File: src/rtl/bitslice_pwr_seq_if.sv
// Request, ack and low-power control bundle between the power sequencer and bit_slice.
// master = sequencer side, slave = slice side.
interface bitslice_pwr_seq_if #(
    parameter int NUM_DOM = 4
);
    logic               pwr_down_req;
    logic               pwr_up_req;
    logic               data_valid;
    logic [NUM_DOM-1:0] PG_ack_signals;
    logic               memory_ack;
    logic [NUM_DOM-1:0] isolation_signals;
    logic [NUM_DOM-1:0] retention_signals;
    logic [NUM_DOM-1:0] shut_down_signals;
    logic               memory_sleep;
    logic               busy;
    logic               pwr_off;
    logic               err;

    modport master (
        input  pwr_down_req, pwr_up_req, data_valid, PG_ack_signals, memory_ack,
        output isolation_signals, retention_signals, shut_down_signals,
        output memory_sleep, busy, pwr_off, err
    );

    modport slave (
        output pwr_down_req, pwr_up_req, data_valid, PG_ack_signals, memory_ack,
        input  isolation_signals, retention_signals, shut_down_signals,
        input  memory_sleep, busy, pwr_off, err
    );
endinterface

File: src/rtl/bitslice_pwr_seq.sv
// Power-gating sequencer for bit_slice: orders isolation, retention, switch-off and
// memory sleep around single-cycle down/up requests, with ack timeouts into a sticky error.
module bitslice_pwr_seq #(
    parameter int NUM_DOM = 4,
    parameter int ISO_CYC = 4,
    parameter int RET_CYC = 2,
    parameter int TIMEOUT = 64
) (
    input  logic               hclk,
    input  logic               reset,
    bitslice_pwr_seq_if.master bus
);

    localparam int CNT_MAX = (TIMEOUT > ISO_CYC) ?
                             ((TIMEOUT > RET_CYC) ? TIMEOUT : RET_CYC) :
                             ((ISO_CYC > RET_CYC) ? ISO_CYC : RET_CYC);
    localparam int CW = $clog2(CNT_MAX) + 1;

    typedef enum logic [3:0] {
        S_ON, S_ISO, S_SAVE, S_PDN, S_MSLP, S_OFF,
        S_MWAKE, S_PUP, S_REST, S_DISO, S_ERR
    } state_t;

    state_t        state_q, state_d;
    logic [CW-1:0] cnt_q, cnt_d;
    logic          iso_q, iso_d;
    logic          ret_q, ret_d;
    logic          shut_q, shut_d;
    logic          msl_q, msl_d;
    logic          busy_q, busy_d;
    logic          off_q, off_d;
    logic          err_q, err_d;

    logic pg_all_on;
    logic pg_all_off;
    logic timeout_hit;

    assign pg_all_on   = &bus.PG_ack_signals;
    assign pg_all_off  = ~|bus.PG_ack_signals;
    assign timeout_hit = (cnt_q == CW'(TIMEOUT - 1));

    // Next state; the ack test precedes the timeout test so a last-cycle ack wins.
    always_comb begin
        state_d = state_q;
        cnt_d   = cnt_q + CW'(1);
        case (state_q)
            S_ON: begin
                cnt_d = '0;
                if (bus.pwr_down_req && !bus.data_valid) state_d = S_ISO;
            end
            S_ISO:   if (cnt_q == CW'(ISO_CYC - 1)) state_d = S_SAVE;
            S_SAVE:  if (cnt_q == CW'(RET_CYC - 1)) state_d = S_PDN;
            S_PDN: begin
                if (pg_all_on)        state_d = S_MSLP;
                else if (timeout_hit) state_d = S_ERR;
            end
            S_MSLP: begin
                if (bus.memory_ack)   state_d = S_OFF;
                else if (timeout_hit) state_d = S_ERR;
            end
            S_OFF: begin
                cnt_d = '0;
                if (bus.pwr_up_req) state_d = S_MWAKE;
            end
            S_MWAKE: begin
                if (!bus.memory_ack)  state_d = S_PUP;
                else if (timeout_hit) state_d = S_ERR;
            end
            S_PUP: begin
                if (pg_all_off)       state_d = S_REST;
                else if (timeout_hit) state_d = S_ERR;
            end
            S_REST:  if (cnt_q == CW'(RET_CYC - 1)) state_d = S_DISO;
            S_DISO:  if (cnt_q == CW'(ISO_CYC - 1)) state_d = S_ON;
            S_ERR:   cnt_d = cnt_q;
            default: state_d = S_ON;
        endcase
        if (state_d != state_q) cnt_d = '0;
    end

    // Output levels are a function of the state being entered, so they move on the entry edge.
    always_comb begin
        iso_d  = 1'b0;
        ret_d  = 1'b0;
        shut_d = 1'b0;
        msl_d  = 1'b0;
        busy_d = 1'b1;
        off_d  = 1'b0;
        err_d  = 1'b0;
        case (state_d)
            S_ON:                  busy_d = 1'b0;
            S_ISO, S_REST, S_DISO: iso_d  = 1'b1;
            S_SAVE, S_PUP: begin
                iso_d = 1'b1;
                ret_d = 1'b1;
            end
            S_PDN, S_MWAKE: begin
                iso_d  = 1'b1;
                ret_d  = 1'b1;
                shut_d = 1'b1;
            end
            S_MSLP: begin
                iso_d  = 1'b1;
                ret_d  = 1'b1;
                shut_d = 1'b1;
                msl_d  = 1'b1;
            end
            S_OFF: begin
                iso_d  = 1'b1;
                ret_d  = 1'b1;
                shut_d = 1'b1;
                msl_d  = 1'b1;
                off_d  = 1'b1;
                busy_d = 1'b0;
            end
            S_ERR: begin
                iso_d  = iso_q;
                ret_d  = ret_q;
                shut_d = shut_q;
                msl_d  = msl_q;
                off_d  = off_q;
                err_d  = 1'b1;
            end
            default: busy_d = 1'b0;
        endcase
    end

    always_ff @(posedge hclk or posedge reset) begin
        if (reset) begin
            state_q <= S_ON;
            cnt_q   <= '0;
            iso_q   <= 1'b0;
            ret_q   <= 1'b0;
            shut_q  <= 1'b0;
            msl_q   <= 1'b0;
            busy_q  <= 1'b0;
            off_q   <= 1'b0;
            err_q   <= 1'b0;
        end else begin
            state_q <= state_d;
            cnt_q   <= cnt_d;
            iso_q   <= iso_d;
            ret_q   <= ret_d;
            shut_q  <= shut_d;
            msl_q   <= msl_d;
            busy_q  <= busy_d;
            off_q   <= off_d;
            err_q   <= err_d;
        end
    end

    // All domains are sequenced together, so each vector is one register fanned out.
    for (genvar gi = 0; gi < NUM_DOM; gi++) begin : g_dom
        assign bus.isolation_signals[gi] = iso_q;
        assign bus.retention_signals[gi] = ret_q;
        assign bus.shut_down_signals[gi] = shut_q;
    end

    assign bus.memory_sleep = msl_q;
    assign bus.busy         = busy_q;
    assign bus.pwr_off      = off_q;
    assign bus.err          = err_q;

endmodule

File: src/flat_wrapper.sv
// flat-port wrapper written by rule: the top's interface ports become plain ports
module bitslice_pwr_seq_flat 
#(
    parameter int NUM_DOM = 4,
    parameter int ISO_CYC = 4,
    parameter int RET_CYC = 2,
    parameter int TIMEOUT = 64
)
  (hclk, reset, bus_pwr_down_req, bus_pwr_up_req, bus_data_valid, bus_PG_ack_signals, bus_memory_ack, bus_isolation_signals, bus_retention_signals, bus_shut_down_signals, bus_memory_sleep, bus_busy, bus_pwr_off, bus_err);
  bitslice_pwr_seq_if #(.NUM_DOM(NUM_DOM)) bus_i ();
  input  logic hclk;
  input  logic reset;
  input wire logic [$bits(bus_i.pwr_down_req)-1:0] bus_pwr_down_req;
  input wire logic [$bits(bus_i.pwr_up_req)-1:0] bus_pwr_up_req;
  input wire logic [$bits(bus_i.data_valid)-1:0] bus_data_valid;
  input wire logic [$bits(bus_i.PG_ack_signals)-1:0] bus_PG_ack_signals;
  input wire logic [$bits(bus_i.memory_ack)-1:0] bus_memory_ack;
  output wire logic [$bits(bus_i.isolation_signals)-1:0] bus_isolation_signals;
  output wire logic [$bits(bus_i.retention_signals)-1:0] bus_retention_signals;
  output wire logic [$bits(bus_i.shut_down_signals)-1:0] bus_shut_down_signals;
  output wire logic [$bits(bus_i.memory_sleep)-1:0] bus_memory_sleep;
  output wire logic [$bits(bus_i.busy)-1:0] bus_busy;
  output wire logic [$bits(bus_i.pwr_off)-1:0] bus_pwr_off;
  output wire logic [$bits(bus_i.err)-1:0] bus_err;
  assign bus_i.pwr_down_req = bus_pwr_down_req;
  assign bus_i.pwr_up_req = bus_pwr_up_req;
  assign bus_i.data_valid = bus_data_valid;
  assign bus_i.PG_ack_signals = bus_PG_ack_signals;
  assign bus_i.memory_ack = bus_memory_ack;
  assign bus_isolation_signals = bus_i.isolation_signals;
  assign bus_retention_signals = bus_i.retention_signals;
  assign bus_shut_down_signals = bus_i.shut_down_signals;
  assign bus_memory_sleep = bus_i.memory_sleep;
  assign bus_busy = bus_i.busy;
  assign bus_pwr_off = bus_i.pwr_off;
  assign bus_err = bus_i.err;
  bitslice_pwr_seq #(.NUM_DOM(NUM_DOM), .ISO_CYC(ISO_CYC), .RET_CYC(RET_CYC), .TIMEOUT(TIMEOUT)) u_core (.hclk(hclk), .reset(reset), .bus(bus_i));
endmodule
File: config.mk
export PLATFORM = sky130hd
export DESIGN_NAME = bitslice_pwr_seq_flat
export DESIGN_NICKNAME = d
export VERILOG_FILES = /design/src/rtl/bitslice_pwr_seq_if.sv /design/src/rtl/bitslice_pwr_seq.sv /design/src/flat_wrapper.sv
export SDC_FILE = /design/constraint.sdc
export NUM_CORES = 1
export LEC_CHECK = 0
export BUFFER_PORTS_ARGS = -buffer_cell sky130_fd_sc_hd__buf_2
export CAP_MARGIN = 20
export CORE_MARGIN = 5
export CORE_UTILIZATION = 30
export DETAILED_ROUTE_END_ITERATION = 10
export GPL_TIMING_DRIVEN = 0
export PLACE_DENSITY = 0.55
export SETUP_SLACK_MARGIN = 0.05
export SLEW_MARGIN = 20
export SYNTH_ARGS = -nofsm -noshare
export SYNTH_HDL_FRONTEND = slang
export SYNTH_SLANG_ARGS = --single-unit
File: constraint.sdc
create_clock -name hclk -period 2.5 [get_ports hclk]
set_input_delay 0.125 -clock hclk [delete_from_list [all_inputs] [get_ports hclk]]
set_output_delay 0.125 -clock hclk [all_outputs]
set_load 0.1 [all_outputs]
### Word-level counts from Yosys, hierarchy flattened

Cells that the tools add are included.

* add/sub/neg operators: 1
* multipliers: 0
* div/mod/pow operators: 0
* $lt $le $gt $ge: 0
* equality and inequality tests: 25
* shift-type cells: 0
* multiplexer cells: 21
* bitwise gates (word level): 0
* reduce and logical (&&, ||, !) cells: 11

Operators by type and width (count)
* 4-bit two-way mux: 11
* 4-bit case mux with 11 select lines: 1
* 4-bit by 3-bit equality test with 1-bit output (second input constant): 8
* 4-bit equality test (second input constant): 6
* 9-bit OR reduction: 2
* 4-bit by 2-bit equality test with 1-bit output (second input constant): 4
* 7-bit case mux with 2 select lines: 1
* 1-bit case mux with 2 select lines: 5
* 4-bit by 1-bit equality test with 1-bit output (second input constant): 2
* 4-bit OR reduction: 2
* 7-bit by 1-bit adder with 7-bit output (second input constant): 1
* 7-bit by 1-bit equality test with 1-bit output (second input constant): 1
* 7-bit by 2-bit equality test with 1-bit output (second input constant): 1
* 7-bit by 6-bit equality test with 1-bit output (second input constant): 1
* 7-bit two-way mux: 1
* 6-bit OR reduction: 1
* 4-bit zero test: 1
* 4-bit != test: 1
* 4-bit AND reduction: 1
* 2-bit OR reduction: 2
* 1-bit two-way mux: 2
* 2-bit by 1-bit != test with 1-bit output (second input constant): 1
* 1-bit logical AND: 1
* 1-bit zero test: 1

* flip-flop bits (word level): 18
* bits in latches: 0
* RAM bits: 0
* bits in read-only memories: 0
* bits of input ports: 10
* output and inout bits: 16
* logic and storage cells: 67
* memories: 0

### Longest topological paths before layout

* depth after elaboration: 7
* gate-level depth with buffers: 8
* mapped depth without buffers: 8

### Worst setup path after synthesis

No wires, ideal clock.

* path kind: register -> register
* from: register u_core.cnt_q[0]
* to: register u_core.shut_q
* setup time: 0.126 ns
* arrival time: 2.100 ns
* data required time: 2.374 ns
* setup slack: 0.274 ns
* stages on the path, launching flop included: 9
* buffers on the path: 0
* period minus slack after synthesis: 2.226 ns
* path through: dfrtp_1 -> ha_1 -> nand2b_4 -> or3_4 -> a221oi_1 -> a31oi_4 -> inv_1 -> nor4b_2 -> a311o_1

* longest elaborated chain between the ends: 7
* elaborated cells on any way between the ends: 20
* those cells by class: eq/ne (8); mux (11); reduce/logical (1)

Ends and longest elaborated chain
* from (decl): RTL line bitslice_pwr_seq.sv:25 `logic [CW-1:0] cnt_q, cnt_d;`
* from (signal assigned): RTL line bitslice_pwr_seq.sv:141 `cnt_q <= cnt_d;`
* 7-bit by 6-bit equality test with 1-bit output: RTL line bitslice_pwr_seq.sv:40 `assign timeout_hit = (cnt_q == CW'(TIMEOUT - 1));`
* 4-bit two-way mux
* 4-bit two-way mux (on tied branches)
* 4-bit case mux with 11 select lines *: RTL line bitslice_pwr_seq.sv:46 `case (state_q)`
* via u_core.state_d[3]: RTL line bitslice_pwr_seq.sv:24 `state_t state_q, state_d;`
* 4-bit by 2-bit equality test with 1-bit output / 4-bit by 3-bit equality test with 1-bit output (equally long branches): RTL line bitslice_pwr_seq.sv:90 `case (state_d)`
* 4-bit OR reduction (no line)
* 1-bit case mux with 2 select lines: RTL line bitslice_pwr_seq.sv:90
* to (signal assigned): RTL line bitslice_pwr_seq.sv:144 `shut_q <= shut_d;`
* to (decl): RTL line bitslice_pwr_seq.sv:28 `logic shut_q, shut_d;`

The timed path passes the listed nets; every way through them passes the cells marked *.
A chain may end at the register's enable or synchronous reset.

### Worst setup path in the final report

* from: register u_core.state_q[0]
* to: register u_core.shut_q

* elaborated cells on any way between the ends: 30
* those cells by class: eq/ne (15); mux (13); reduce/logical (2)

RTL lines
* from (decl): RTL line bitslice_pwr_seq.sv:24
* from (signal assigned): RTL line bitslice_pwr_seq.sv:140 `state_q <= state_d;`
* 4-bit equality test, or another cell as far along: RTL line bitslice_pwr_seq.sv:46
* 4-bit case mux with 11 select lines *: RTL line bitslice_pwr_seq.sv:46
* via u_core.state_d[1]: RTL line bitslice_pwr_seq.sv:24
* 4-bit by 2-bit equality test with 1-bit output / 4-bit by 3-bit equality test with 1-bit output (equally long branches): RTL line bitslice_pwr_seq.sv:90
* 4-bit OR reduction (no line)
* 1-bit case mux with 2 select lines: RTL line bitslice_pwr_seq.sv:90

Marks and branches as above.

==> qor.yml <==
synth:
  synth_top_area_share_pct: 32.5
  yosysMostFrequentCell: "nor2_1"
  synth_seq_cells: 18
  synth_common_cells: "nor2_1 (20), dfrtp_1 (18), buf_4 (12), nand2_1 (10)"
  syn_nets: 170
  syn_inst: 158
  yosys_warnings: 0
  ys_seq_area_share_pct: 32.5
  netlist_area_mm2: 0.00138
  async_flop_share_pct: 100
  synth_edf_count: 0
  synthFlopType: "dfrtp_1"
  yosys.area.top_type: "dfrtp_1"
  syn_area_per_cell_um2: 8.76
  ys_top_cells_by_area: "dfrtp_1 (33%), buf_4 (6.5%), nor2_1 (5.4%)"
  yosys.cell_types.count: 56
floorplanning:
  start_util_pct: 31.3
  die_h_um: 77.9
  dieArea_mm2: 0.00607
  io_pins: 26
  fp.dieW_um: 77.9
  rows: 24
  core_mm2: 0.00441
drt:
  ant_nets: 0
  vias: 1222
  drc: 0
  wire_per_inst_um: 13.4
  drt_iter0_drc: 63
  avgViaCountPerCell: 5.09
  wl_mm: 3.22
  dr.pass1.iters: 4
clock_tree:
  ctsRootBufferMaster: "clkbuf_8"
  h-tree-depth: 1
  cts_tree: "yes"
  cts_buffers: 3
  clk-insertion-delay-late_ns: 0.25
  clock_tree.buffer_depth: 2
  clock-sinks: 18
  path_clk_slew_ns: 0.07
global_routing:
  grt_antenna_before_repair: 0
  grt_pass1_vias: 1183
  grt_max_degree: 19
  grt_overflow: 0
  grt.total_usage_pct: 10.9
  grt_pass1_wl_mm: 5.55
setup_path:
  worstSetupStartpoint: "u_core.state_q[0]"
  path_cells: "buf_6 > or4b_1 > o22ai_1 > a21oi_1 > o21a_2 > inv_1 > a21boi_0 > a311o_1"
  critPathBufInv: 2
  worstPathRequired_ns: 2.64
  regToRegSetupSlack_ns: 0.15
  criticalPathCategory: "flip-flop to flip-flop"
  crit_slowest_cell: "or4b_1"
  critPathCapture: "u_core.shut_q"
  worstSetupStartpointType: "flip-flop"
  r2r_end: "u_core.shut_q"
  end_kind: "flip-flop"
  slowest_delay_ns: 0.49
  rr_worst_depth: 8
  critical_path.top_delay_family: "compound AO/OA/AOI/OAI gates"
  cp_max_fo: 10
  worstReg2RegStart: "u_core.state_q[0]"
  worst_ep_arrival_time_ns: 2.49
  path_depth: 8
sta:
  skew_ns: 0.00173
  setup_violations: 0
  tightestPinTransition_ns: 0.707
  final_hold_viol_count: 0
  max_freq_ghz: 0.426
  grt_setup_unrepaired: "true"
  slew_viol_final: 0
  fin_crit_ns: 2.35
  finalCritPeriodShare_pct: 93.9
  max_slew_margin_pct: 52.8
  tns_ns: 0
run:
  max_cap_viol_count: 0
finish:
  final_net_count: 201
  flow.area_growth_from_synthesis_pct: 20.0
  drive_gt1_share_pct: 34.0
  n_antenna_cell: 0
min_path:
  hold_path_depth: 4
  hold_path.class: "input port to flip-flop"
  min_from: "bus_pwr_down_req"
placed_design:
  post-dp-hpwl_mm: 2.37
  port_buffers: 25
  gp_congestion: 0.819
run_status:
  status: "completed"
[per-layer routing]
layer / up-vias / track usage, % / part of all wire (%)
met4: 0 / 5.41 / 2.0
met5: - / 0 / 0
li1: 618 / - / -
met2: 30 / 16.0 / 43
met1: 567 / 14.9 / 50
met3: 7 / 2.78 / 4.9
[worst register-to-register path, delay by kind of cell, from the launching register on]
| kind | cells | cell delay [ns] |
|---|---|---|
| buffers and inverters | 2 | 0.28 |
| flip-flops | 1 | 0.41 |
| AO/OA/AOI/OAI | 5 | 1.06 |
| AND/OR/NAND/NOR | 1 | 0.49 |
[flip-flops by register name, summed over array words and instances (netlist names)]
name,flops
u_core.cnt_q,7
u_core.state_q,4
u_core.bus.busy,1
u_core.bus.err,1
u_core.bus.memory_sleep,1
u_core.bus.pwr_off,1
u_core.iso_q,1
u_core.ret_q,1
u_core.shut_q,1
[cell families (layout without fill, tap and decap cells)]
logic type                 after synthesis  count (layout)  synth area share [%]
and+or+nand+nor                         72              72                  31.9
AOI/OAI and AO/OA                       35              35                  19.1
buffers and inverters                   25              55                  10.8
DFF                                     18              18                  32.5
xor gates and xnor gates                 6               6                  3.80
adders and majority gates                2               2                  1.81
[layout by cell type, fill, tap and decap left out, types with 2 or more instances in the layout]
master    Yosys  layout
buf_2         3      28
nor2_1       20      20
dfrtp_1      18      17
buf_4        12      12
nand2_1      10      10
inv_1         7       7
o21ai_0       7       7
nor3_1        5       5
a21oi_1       4       4
nand3_1       4       4
xnor2_1       4       4
clkbuf_8      0       4
o22ai_1       4       3
nand2b_1      3       3
nor3b_1       3       3
nor2b_1       2       2
a21boi_0      2       2
or4_4         2       2
nand4_1       2       2
a22o_1        2       2
a21o_1        2       2
or3b_2        2       2
nand4_2       2       2
and2_1        2       2
xor2_1        2       2
ha_1          2       2
[repair_timing]
action | CTS | global route
setup buffers | 0 | 0
endpoints found under the hold margin | 18 | 0
hold buffers | 1 | 0
cloned | 0 | 0
setup endpoints to repair | 1 | 3
pin swaps | 0 | 1
gates resized for setup | 1 | 4
[cell type report]
cell class	instances	area (um2)
well taps	52	65.1
flip-flops and latches	18	452
repair buffers	26	135
inverters	7	26.3
fillers	452	2750
plain buffers	18	125
multi-input cells	115	802
clock buffers	4	55.1
[per-stage QoR]
step / util, % / setup slack [ns] / hold slack [ns] / cells / instance area [um2]
finish: 37.6 / 0.151 / 0.382 / 240 / 1660
global route: 37.6 / 0.0385 / 0.401 / 240 / 1660
CTS: 37.3 / 0.149 / 0.374 / 240 / 1650
detailed placement: 35.7 / 0.0690 / 0.274 / 235 / 1570
global placement: 35.7 / 0.0539 / 0.280 / 235 / 1570
floorplan: - / 0.274 / 0.0636 / 158 / 1380
[worst min-delay path by stage]
stage          slack (ns)           endpoint
5_1_grt              0.40  u_core.state_q[0]
2_1_floorplan        0.06    u_core.bus.busy
4_1_cts              0.37  u_core.state_q[0]
3_3_place_gp         0.28     u_core.bus.err
3_5_place_dp         0.27     u_core.bus.err
6_report             0.38  u_core.state_q[0]
Power is left out: the tool's default activity adds up to more than one toggle a clock period on the data nets, which glitch-free logic cannot reach.
